`src/rtl/pin_stream_deserializer_if.sv`:
```
// Byte-in / word-out stream bundle for pin_stream_deserializer.
// The slave modport is the deserializer's view; the master modport is the host/core side.
interface pin_stream_deserializer_if #(
   parameter int WORD_BYTES = 4
);
   logic                      pin_in_ready;
   logic                      pin_in_valid;
   logic [7:0]                pin_in_data;
   logic                      pin_in_last;
   logic                      out_valid;
   logic                      out_ready;
   logic [8*WORD_BYTES-1:0]   out_data;
   logic [WORD_BYTES-1:0]     out_keep;
   logic                      out_last;

   modport slave (
      output pin_in_ready,
      input  pin_in_valid, pin_in_data, pin_in_last,
      output out_valid, out_data, out_keep, out_last,
      input  out_ready
   );

   modport master (
      input  pin_in_ready,
      output pin_in_valid, pin_in_data, pin_in_last,
      input  out_valid, out_data, out_keep, out_last,
      output out_ready
   );
endinterface

```
`src/rtl/pin_stream_deserializer.sv`:
```
// Packs pad-level bytes little-endian into words and queues them in a small FIFO.
// Optional: define PIN_STREAM_DESERIALIZER_BYTE_COUNT_EN to add the rx_byte_count port.
module pin_stream_deserializer #(
   parameter int WORD_BYTES = 4,
   parameter int FIFO_DEPTH = 4
) (
   input  logic                     clock,
   input  logic                     resetb,
`ifdef PIN_STREAM_DESERIALIZER_BYTE_COUNT_EN
   output logic [15:0]              rx_byte_count,
`endif
   pin_stream_deserializer_if.slave bus
);
   localparam int DW = 8 * WORD_BYTES;
   localparam int LW = (WORD_BYTES > 1) ? $clog2(WORD_BYTES) : 1;
   localparam int PW = (FIFO_DEPTH > 1) ? $clog2(FIFO_DEPTH) : 1;
   localparam int CW = PW + 1;

   logic [LW-1:0]         lane_idx_r;
   logic [DW-1:0]         asm_data_r;
   logic [DW-1:0]         mem_data_r [FIFO_DEPTH];
   logic [WORD_BYTES-1:0] mem_keep_r [FIFO_DEPTH];
   logic                  mem_last_r [FIFO_DEPTH];
   logic [PW-1:0]         wr_ptr_r;
   logic [PW-1:0]         rd_ptr_r;
   logic [CW-1:0]         count_r;
   logic                  ready_r;
   logic                  out_valid_r;
   logic [DW-1:0]         out_data_r;
   logic [WORD_BYTES-1:0] out_keep_r;
   logic                  out_last_r;

   logic                  accept_s;
   logic                  done_s;
   logic                  pop_s;
   logic [DW-1:0]         word_s;
   logic [WORD_BYTES-1:0] keep_s;
   logic [CW-1:0]         count_next_s;
   logic [CW-1:0]         count_after_pop_s;
   logic [PW-1:0]         rd_ptr_next_s;
   logic [DW-1:0]         head_data_s;
   logic [WORD_BYTES-1:0] head_keep_s;
   logic                  head_last_s;

   assign bus.pin_in_ready = ready_r;
   assign bus.out_valid    = out_valid_r;
   assign bus.out_data     = out_data_r;
   assign bus.out_keep     = out_keep_r;
   assign bus.out_last     = out_last_r;

   // Handshakes, word merge, next FIFO occupancy and the head entry to present next.
   always_comb begin
      accept_s = bus.pin_in_valid & ready_r;
      pop_s    = out_valid_r & bus.out_ready;
      word_s   = asm_data_r;
      keep_s   = '0;
      for (int i = 0; i < WORD_BYTES; i++) begin
         if (lane_idx_r == LW'(i)) begin
            word_s[8*i +: 8] = bus.pin_in_data;
         end else begin
            word_s[8*i +: 8] = asm_data_r[8*i +: 8];
         end
         if (LW'(i) <= lane_idx_r) begin
            keep_s[i] = 1'b1;
         end else begin
            keep_s[i] = 1'b0;
         end
      end
      done_s            = accept_s & ((lane_idx_r == LW'(WORD_BYTES - 1)) | bus.pin_in_last);
      count_after_pop_s = count_r - CW'(pop_s);
      count_next_s      = count_after_pop_s + CW'(done_s);
      if (pop_s) begin
         rd_ptr_next_s = rd_ptr_r + PW'(1'b1);
      end else begin
         rd_ptr_next_s = rd_ptr_r;
      end
      // When the FIFO drains to empty the outputs keep the last head value.
      if (count_next_s == '0) begin
         head_data_s = out_data_r;
         head_keep_s = out_keep_r;
         head_last_s = out_last_r;
      end else if (count_after_pop_s == '0) begin
         head_data_s = word_s;
         head_keep_s = keep_s;
         head_last_s = bus.pin_in_last;
      end else begin
         head_data_s = mem_data_r[rd_ptr_next_s];
         head_keep_s = mem_keep_r[rd_ptr_next_s];
         head_last_s = mem_last_r[rd_ptr_next_s];
      end
   end

   // Word assembly, FIFO storage/pointers and registered outputs.
   always_ff @(posedge clock or negedge resetb) begin
      if (!resetb) begin
         lane_idx_r  <= '0;
         asm_data_r  <= '0;
         wr_ptr_r    <= '0;
         rd_ptr_r    <= '0;
         count_r     <= '0;
         ready_r     <= 1'b0;
         out_valid_r <= 1'b0;
         out_data_r  <= '0;
         out_keep_r  <= '0;
         out_last_r  <= 1'b0;
         for (int i = 0; i < FIFO_DEPTH; i++) begin
            mem_data_r[i] <= '0;
            mem_keep_r[i] <= '0;
            mem_last_r[i] <= 1'b0;
         end
      end else begin
         if (done_s) begin
            lane_idx_r           <= '0;
            asm_data_r           <= '0;
            mem_data_r[wr_ptr_r] <= word_s;
            mem_keep_r[wr_ptr_r] <= keep_s;
            mem_last_r[wr_ptr_r] <= bus.pin_in_last;
            wr_ptr_r             <= wr_ptr_r + PW'(1'b1);
         end else if (accept_s) begin
            lane_idx_r <= lane_idx_r + LW'(1'b1);
            asm_data_r <= word_s;
         end
         rd_ptr_r    <= rd_ptr_next_s;
         count_r     <= count_next_s;
         // Any accepted byte may complete a word, so ready requires a free entry up front.
         ready_r     <= (count_next_s < CW'(FIFO_DEPTH));
         out_valid_r <= (count_next_s != '0);
         out_data_r  <= head_data_s;
         out_keep_r  <= head_keep_s;
         out_last_r  <= head_last_s;
      end
   end

`ifdef PIN_STREAM_DESERIALIZER_BYTE_COUNT_EN
   // Free-running count of accepted bytes, wrapping at 16 bits.
   always_ff @(posedge clock or negedge resetb) begin
      if (!resetb) begin
         rx_byte_count <= 16'h0000;
      end else if (accept_s) begin
         rx_byte_count <= rx_byte_count + 16'h0001;
      end
   end
`endif
endmodule

```
`src/flat_wrapper.sv`:
```
// flat-port wrapper written by rule: the top's interface ports become plain ports
module pin_stream_deserializer_flat 
#(
   parameter int WORD_BYTES = 4,
   parameter int FIFO_DEPTH = 4
)
  (clock, resetb, bus_pin_in_ready, bus_pin_in_valid, bus_pin_in_data, bus_pin_in_last, bus_out_valid, bus_out_data, bus_out_keep, bus_out_last, bus_out_ready);
  pin_stream_deserializer_if #(.WORD_BYTES(WORD_BYTES)) bus_i ();
  input  logic clock;
  input  logic resetb;
  output wire logic [$bits(bus_i.pin_in_ready)-1:0] bus_pin_in_ready;
  input wire logic [$bits(bus_i.pin_in_valid)-1:0] bus_pin_in_valid;
  input wire logic [$bits(bus_i.pin_in_data)-1:0] bus_pin_in_data;
  input wire logic [$bits(bus_i.pin_in_last)-1:0] bus_pin_in_last;
  output wire logic [$bits(bus_i.out_valid)-1:0] bus_out_valid;
  output wire logic [$bits(bus_i.out_data)-1:0] bus_out_data;
  output wire logic [$bits(bus_i.out_keep)-1:0] bus_out_keep;
  output wire logic [$bits(bus_i.out_last)-1:0] bus_out_last;
  input wire logic [$bits(bus_i.out_ready)-1:0] bus_out_ready;
  assign bus_pin_in_ready = bus_i.pin_in_ready;
  assign bus_i.pin_in_valid = bus_pin_in_valid;
  assign bus_i.pin_in_data = bus_pin_in_data;
  assign bus_i.pin_in_last = bus_pin_in_last;
  assign bus_out_valid = bus_i.out_valid;
  assign bus_out_data = bus_i.out_data;
  assign bus_out_keep = bus_i.out_keep;
  assign bus_out_last = bus_i.out_last;
  assign bus_i.out_ready = bus_out_ready;
  pin_stream_deserializer #(.WORD_BYTES(WORD_BYTES), .FIFO_DEPTH(FIFO_DEPTH)) u_core (.clock(clock), .resetb(resetb), .bus(bus_i));
endmodule
```
`config.mk`:
```
export PLATFORM = sky130hd
export DESIGN_NAME = pin_stream_deserializer_flat
export DESIGN_NICKNAME = d
export VERILOG_FILES = /design/src/rtl/pin_stream_deserializer_if.sv /design/src/rtl/pin_stream_deserializer.sv /design/src/flat_wrapper.sv
export SDC_FILE = /design/constraint.sdc
export NUM_CORES = 1
export LEC_CHECK = 0
export ABC_AREA = 1
export BUFFER_PORTS_ARGS = -buffer_cell sky130_fd_sc_hd__buf_2
export CELL_PAD_IN_SITES_DETAIL_PLACEMENT = 1
export CELL_PAD_IN_SITES_GLOBAL_PLACEMENT = 2
export CORE_ASPECT_RATIO = 1.4
export CORE_MARGIN = 2
export CORE_UTILIZATION = 39
export CTS_BUF_LIST = sky130_fd_sc_hd__clkbuf_4 sky130_fd_sc_hd__clkbuf_8
export DETAILED_ROUTE_END_ITERATION = 12
export PLACE_DENSITY_LB_ADDON = 0.1
export REMOVE_ABC_BUFFERS = 1
export SYNTH_ARGS = -nofsm -noshare
export SYNTH_HDL_FRONTEND = slang
export SYNTH_SLANG_ARGS = --single-unit
```
`constraint.sdc`:
```
create_clock -name clock -period 2.9 [get_ports clock]
set_input_delay 0 -clock clock [delete_from_list [all_inputs] [get_ports clock]]
set_output_delay 0 -clock clock [all_outputs]
set_load 0.01 [all_outputs]
```
==> results of run 1 <==
==> power by group through the flow <==
stage	Clock [W]	Sequential, W	Combinational [W]
detailed placement	0	0.00521	0.00703
floorplan	0	0.00515	0.00440
global route	0.00326	0.00532	0.00797
CTS	0.00314	0.00517	0.00706
global placement	0	0.00517	0.00686
finish	0.00304	0.00516	0.00689
==> sequential cells by signal, indices dropped and copies added (netlist names) <==
name	count
u_core.count_r	3
u_core.mem_keep_r	16
u_core.wr_ptr_r	2
u_core.bus.out_last	1
u_core.mem_data_r	128
u_core.bus.out_valid	1
u_core.bus.out_data	32
u_core.bus.out_keep	4
u_core.bus.pin_in_ready	1
u_core.lane_idx_r	2
u_core.mem_last_r	4
u_core.rd_ptr_r	2
u_core.asm_data_r	32
==> per-stage QoR <==
| stage | hold slack, ps | util, % |
|---|---|---|
| detailed placement | 13.3 | 41.6 |
| CTS | 34.7 | 44.6 |
| global placement | 18.5 | 41.6 |
| floorplan | -296 | - |
| finish | 37.3 | 44.6 |
| global route | 66.8 | 44.6 |
==> cell type report <==
cell class                      instances  area share, %
Inverter                              211           6.30
Multi-Input combinational cell        874           33.5
Sequential cell                       228           45.2
Timing Repair Buffer                   83           4.96
Tap cell                              375           3.72
Clock buffer                           65           6.30
Clock inverter                          1         0.0397
==> final timing paths <==
path	from	to	cells after the start
max	u_core.bus.out_valid	u_core.bus.out_data[19]	13
min	resetb	u_core.mem_data_r[31]	2
max reg2reg	u_core.bus.out_valid	u_core.bus.out_data[19]	13
min reg2reg	u_core.mem_keep_r[12]	u_core.mem_keep_r[12]	1
max in group asynchronous	resetb	u_core.bus.out_data[19]	3
min in group clock	bus_pin_in_data[5]	u_core.mem_data_r[125]	6
==> Yosys cell counts (all sizes together) <==
library cell  number  area, sq um
xor2               1         8.76
or2                5         31.3
and2               1         6.26
ha                13          163
dfrtp            228         5710
a21oi              1         5.00
o21a              32          240
nand4              1         6.26
nor2               3         18.8
nand2            377         1440
nand3            189          956
clkinv             1         3.75
inv              210          791
nand3b            36          270
buf               68          393
o21ai            215         1080
clkbuf            23         86.3
==> logic make-up after synthesis <==
family          Yosys count  synth area share (%)
simple gates            612                  24.3
compound gates          248                  11.8
flops                   228                  50.9
buf+inv                 302                  11.4
fa+ha+maj                13                  1.45
xor+xnor                  1                0.0782
==> metal layers <==
layer  track usage [%]  routed length, microns  vias up
li1                  -                       -     4511
met1              30.5                   15500     4713
met5                 0                       0        -
met3              3.12                     928       47
met2              40.9                   16800      106
met4              5.87                     575        0
==> critical path, cell delays in order (launching register included) <==
cell and delay (ps):
dfrtp_1 410, nand2_1 120, clkinv_1 100, ha_1 190, ha_1 310, inv_1 50
ha_1 340, nor2_4 160, nand3_2 90, buf_4 250, o21ai_0 140, inv_1 60
nand2_1 100, nand2_1 60
==> timing repair <==
action	in CTS	in global routing
endpoints found under the setup margin	0	36
hold buffers	3	0
hold endpoints to repair	227	0
gates resized for setup	0	1
==> metrics, run 1 <==
largest net degree at the start of global routing=76; TritonCTS Buffers=40; Tcrit/Tclk final=a little under nine tenths; CTS Root Cell=clkbuf_8; Relative slew margins=a little under a third; DRT antenna net count=0; Starting Density=roughly two fifths; DIE AREA=around 0.030 sq mm; clock period minus worst slack=2490 ps; Max Cap Viol=0; Yosys warnings=0; H-tree depth=2; Total Routing Usage GR=a little under a quarter; Mapped Area=roughly 0.011 sq mm; P_sw=about 0.0066 W; DP Area=roughly 0.012 sq mm; DR iter-0 viols=around 380; FF-to-FF setup slack=about 410 ps; Reg clk slew, reported paths=60 ps; register area=between 0.005 and 0.006 sq mm; data arrival time of the critical path=approximately 2900 ps; Post-route DRC=0; Via Count=~9400; Die X=between 100 and 150 microns; vias in the first global route=between 9000 and 10000; Seq pwr share=approximately a third; Die Y-Extent=just over 200 microns; Core ar.=about 0.028 sq mm; post-CTS setup buffers=0; Hold Violations, Final=0; post-DP HPWL=approximately 19 mm; vias per cell=approximately 5; share of cells above drive strength 1=~11%; Synth Instances=between 1000 and 1500; DP Cell Count=between 1500 and 2000; routability cong.=0.738; Comb power frac=~46%; Slew Limit Fails=0; crit path kind=register to register; Post-Route WL=around 34 mm; CTS tree=built; hold crit path type=input pin to async pin; peak supply drop=between 0.5 and 0.6 mV; most frequent cells in the layout=nand2_1 (368), dfrtp_1 (228), inv_1 (207); ant diodes=0; CTS max path bufs=3; Worst setup EP type=register; post-synthesis sequential area ratio=between 50 and 60%; Worst Setup Slack, final=between 400 and 500 ps; final layout net count=around 1500; DR pass1 iterations=5; Cell Int Power=around 0.0085 W; Final Total Pwr=approximately 0.015 W; switching share of power=43.5%; drt wl/cell=between 15 and 20 microns; clock skew=26.3 ps; Sink Count=approximately 230; pre-CTS setup slack=113 ps; clock latency on the worst-skew pair=about 560 ps; Top Ports=52; final setup TNS=0 ps; IO Port Bufs=51; # setup viols final=0; Leak=6.31 nW; Worst Path Max Fanout=24; pwr dens=1200 mW/mm^2; Final Cell Area=between 0.01 and 0.015 sq mm; FP Rows=73; Non-Filler Instances=roughly 1800; Yosys cell types=26; syn_area_per_cell=around 8.0 sq um; area of the multi-input gates=between 0.004 and 0.005 sq mm; status=completed; fill count=3465; Area Growth Syn to Fin=12.7%; Clk pwr share=between 20% and 30%; initial antenna violation count=0; Synth Register Bits=between 200 and 250; CP required=about 3300 ps; fmax=between 0.4 and 0.5 GHz; CP startpoint kind=register; RSZ-0062 raised after global routing=no; most common cell after layout, fill and taps aside=nand2_1; worst-margin pin slew=~1000 ps; total grt overflow=0; first-pass GRT wire length=about 55 mm
Note: power is estimated with default switching activity, not from simulation.
==> inputs of run 2 (changes only) <==
Settings changed: BUFFER_PORTS_ARGS -buffer_cell sky130_fd_sc_hd__buf_2 to unset, CORE_UTILIZATION 39 to 40, DONT_BUFFER_PORTS set to 1.
==> metrics, run 2 (synthesis results as in run 1) <==
Worst setup EP type=register; first-pass GRT wire length=between 50 and 60 mm; Area Growth Syn to Fin=10.9%; FF-to-FF setup slack=360 ps; CTS max path bufs=3; worst path cell trace=nand2_1 > clkinv_1 > ha_1 > ha_1 > inv_1 > ha_1 > nor2_4 > nand3_1 > buf_12 > o21ai_0 > inv_1 > nand2_1 > nand2_1; most common cell after layout, fill and taps aside=nand2_1; final layout net count=1418; # setup viols final=0; routability cong.=0.713; terminus of the critical flop-to-flop path=u_core.bus.out_data[20]; FP Rows=a little over 70; DR pass1 iterations=5; DIE AREA=~0.029 sq mm; Core ar.=0.0276 sq mm; initial antenna violation count=1; Hold Violations, Final=228; clock skew=18.0 ps; Slew Limit Fails=0; hold crit path type=input pin to async pin; fmax=0.394 GHz; CTS Root Cell=clkbuf_8; DP Area=0.0115 sq mm; Reg clk slew, reported paths=60 ps; share of cells above drive strength 1=around 8.4%; CP required=between 3000 and 4000 ps; pwr dens=between 1000 and 1500 mW/mm^2; post-DP HPWL=between 15 and 20 mm; fin util=a little under half; Max Cap Viol=0; CTS tree=built; Top Ports=between 50 and 60; DR iter-0 viols=466; Die Y-Extent=202 microns; status=finished with violations; vias in the first global route=9680; Relative slew margins=54.0%; Tcrit/Tclk final=87.6%; R2R Path Start=u_core.bus.out_valid; Die X=~150 microns; total grt overflow=0; Starting Density=between 40 and 50%; Worst Path Max Fanout=27; IO Port Bufs=0; drt wl/cell=between 15 and 20 microns; Via Count=between 9000 and 10000; worst-margin pin slew=690 ps; crit path kind=register to register; H-tree depth=2; number of hold buffers added after CTS=10; Final Cell Area=between 0.01 and 0.015 sq mm; max reg flops=between 100 and 150; TritonCTS Buffers=40; post-CTS setup buffers=0; RSZ-0062 raised after global routing=no; failing checks=negative hold slack; Total Routing Usage GR=between 20% and 30%; Sink Count=roughly 230; largest register by flop count=u_core.mem_data_r; slowest stage delay, CP=roughly 460 ps; peak supply drop=0.722 mV; data arrival time of the critical path=a little under 3000 ps; Leak=between 6 and 7 nW; vias per cell=around 5.1; most frequent cells in the layout=nand2_1 (368), dfrtp_1 (228), inv_1 (207); clock period minus worst slack=2540 ps; cell depth of the worst flop-to-flop path=13; Post-Route WL=about 33 mm; clock latency on the worst-skew pair=around 570 ps; CP max-delay cell=dfrtp_1; Post-route DRC=0; CP startpoint kind=register; largest net degree at the start of global routing=229; hold slack=-859 ps; DRT antenna net count=0
## run 2: worst max-delay path by stage
stage,from,endpoint,slack [ps],depth (start not counted)
after CTS,u_core.bus.out_valid,u_core.bus.out_data[25],70,10
after global placement,u_core.bus.out_valid,u_core.bus.out_data[26],210,10
after detailed placement,u_core.bus.out_valid,u_core.bus.out_data[25],90,10
after floorplan,u_core.bus.pin_in_ready,u_core.bus.out_data[10],-530,12
after global routing,u_core.bus.out_valid,u_core.bus.out_data[6],120,13
final,u_core.bus.out_valid,u_core.bus.out_data[20],360,13
## run 2: area by class of cell
| class | count | area (sq um) |
|---|---|---|
| antenna | 1 | 2.50 |
| clock inverter | 3 | 22.5 |
| clock buffer | 68 | 830 |
| inverter | 211 | 795 |
| sequential | 228 | 5710 |
| tap | 370 | 463 |
| multi-input combinational | 874 | 4220 |
| timing repair buffer | 37 | 378 |
| fill | 3423 | 15100 |
## run 2: worst max-delay path, delay by kind of cell, from the launching register on
kind	cells	cell delay (ps)
compound gates	1	90
simple gates	5	600
fa+ha+maj	3	840
flops	1	460
buf+inv	4	420
## run 2: through the flow
stage	cells	power, W	hold slack (ps)	setup TNS (ps)	worst slack, ps
finish	1792	0.0149	-859	0	360
global route	1792	0.0164	-886	0	125
CTS	1791	0.0152	-906	0	68.7
detailed placement	1710	0.0120	-287	0	88.1
global placement	1710	0.0118	-287	0	213
floorplan	1313	0.00955	-296	-20060	-535
## run 2: layer usage
layer	track usage, %	up-vias	part of all wire, %
met1	30.5	4512	46
met4	6.65	0	2.2
li1	-	4413	-
met3	3.36	49	3.1
met2	40.0	114	48
met5	0	-	0
## run 2: report_power, final
group	leakage [nW]	internal, W	total (W)	switching [W]
logic	2.68	0.00218	0.00647	0.00430
clock network	0.445	0.00179	0.00314	0.00135
registers	2.98	0.00449	0.00532	0.000827
total	6.10	0.00846	0.0149	0.00648
## run 2: what timing repair did
item	CTS	global route
endpoints found under the hold margin	363	228
setup endpoints to repair	0	36
gates resized for setup	0	1
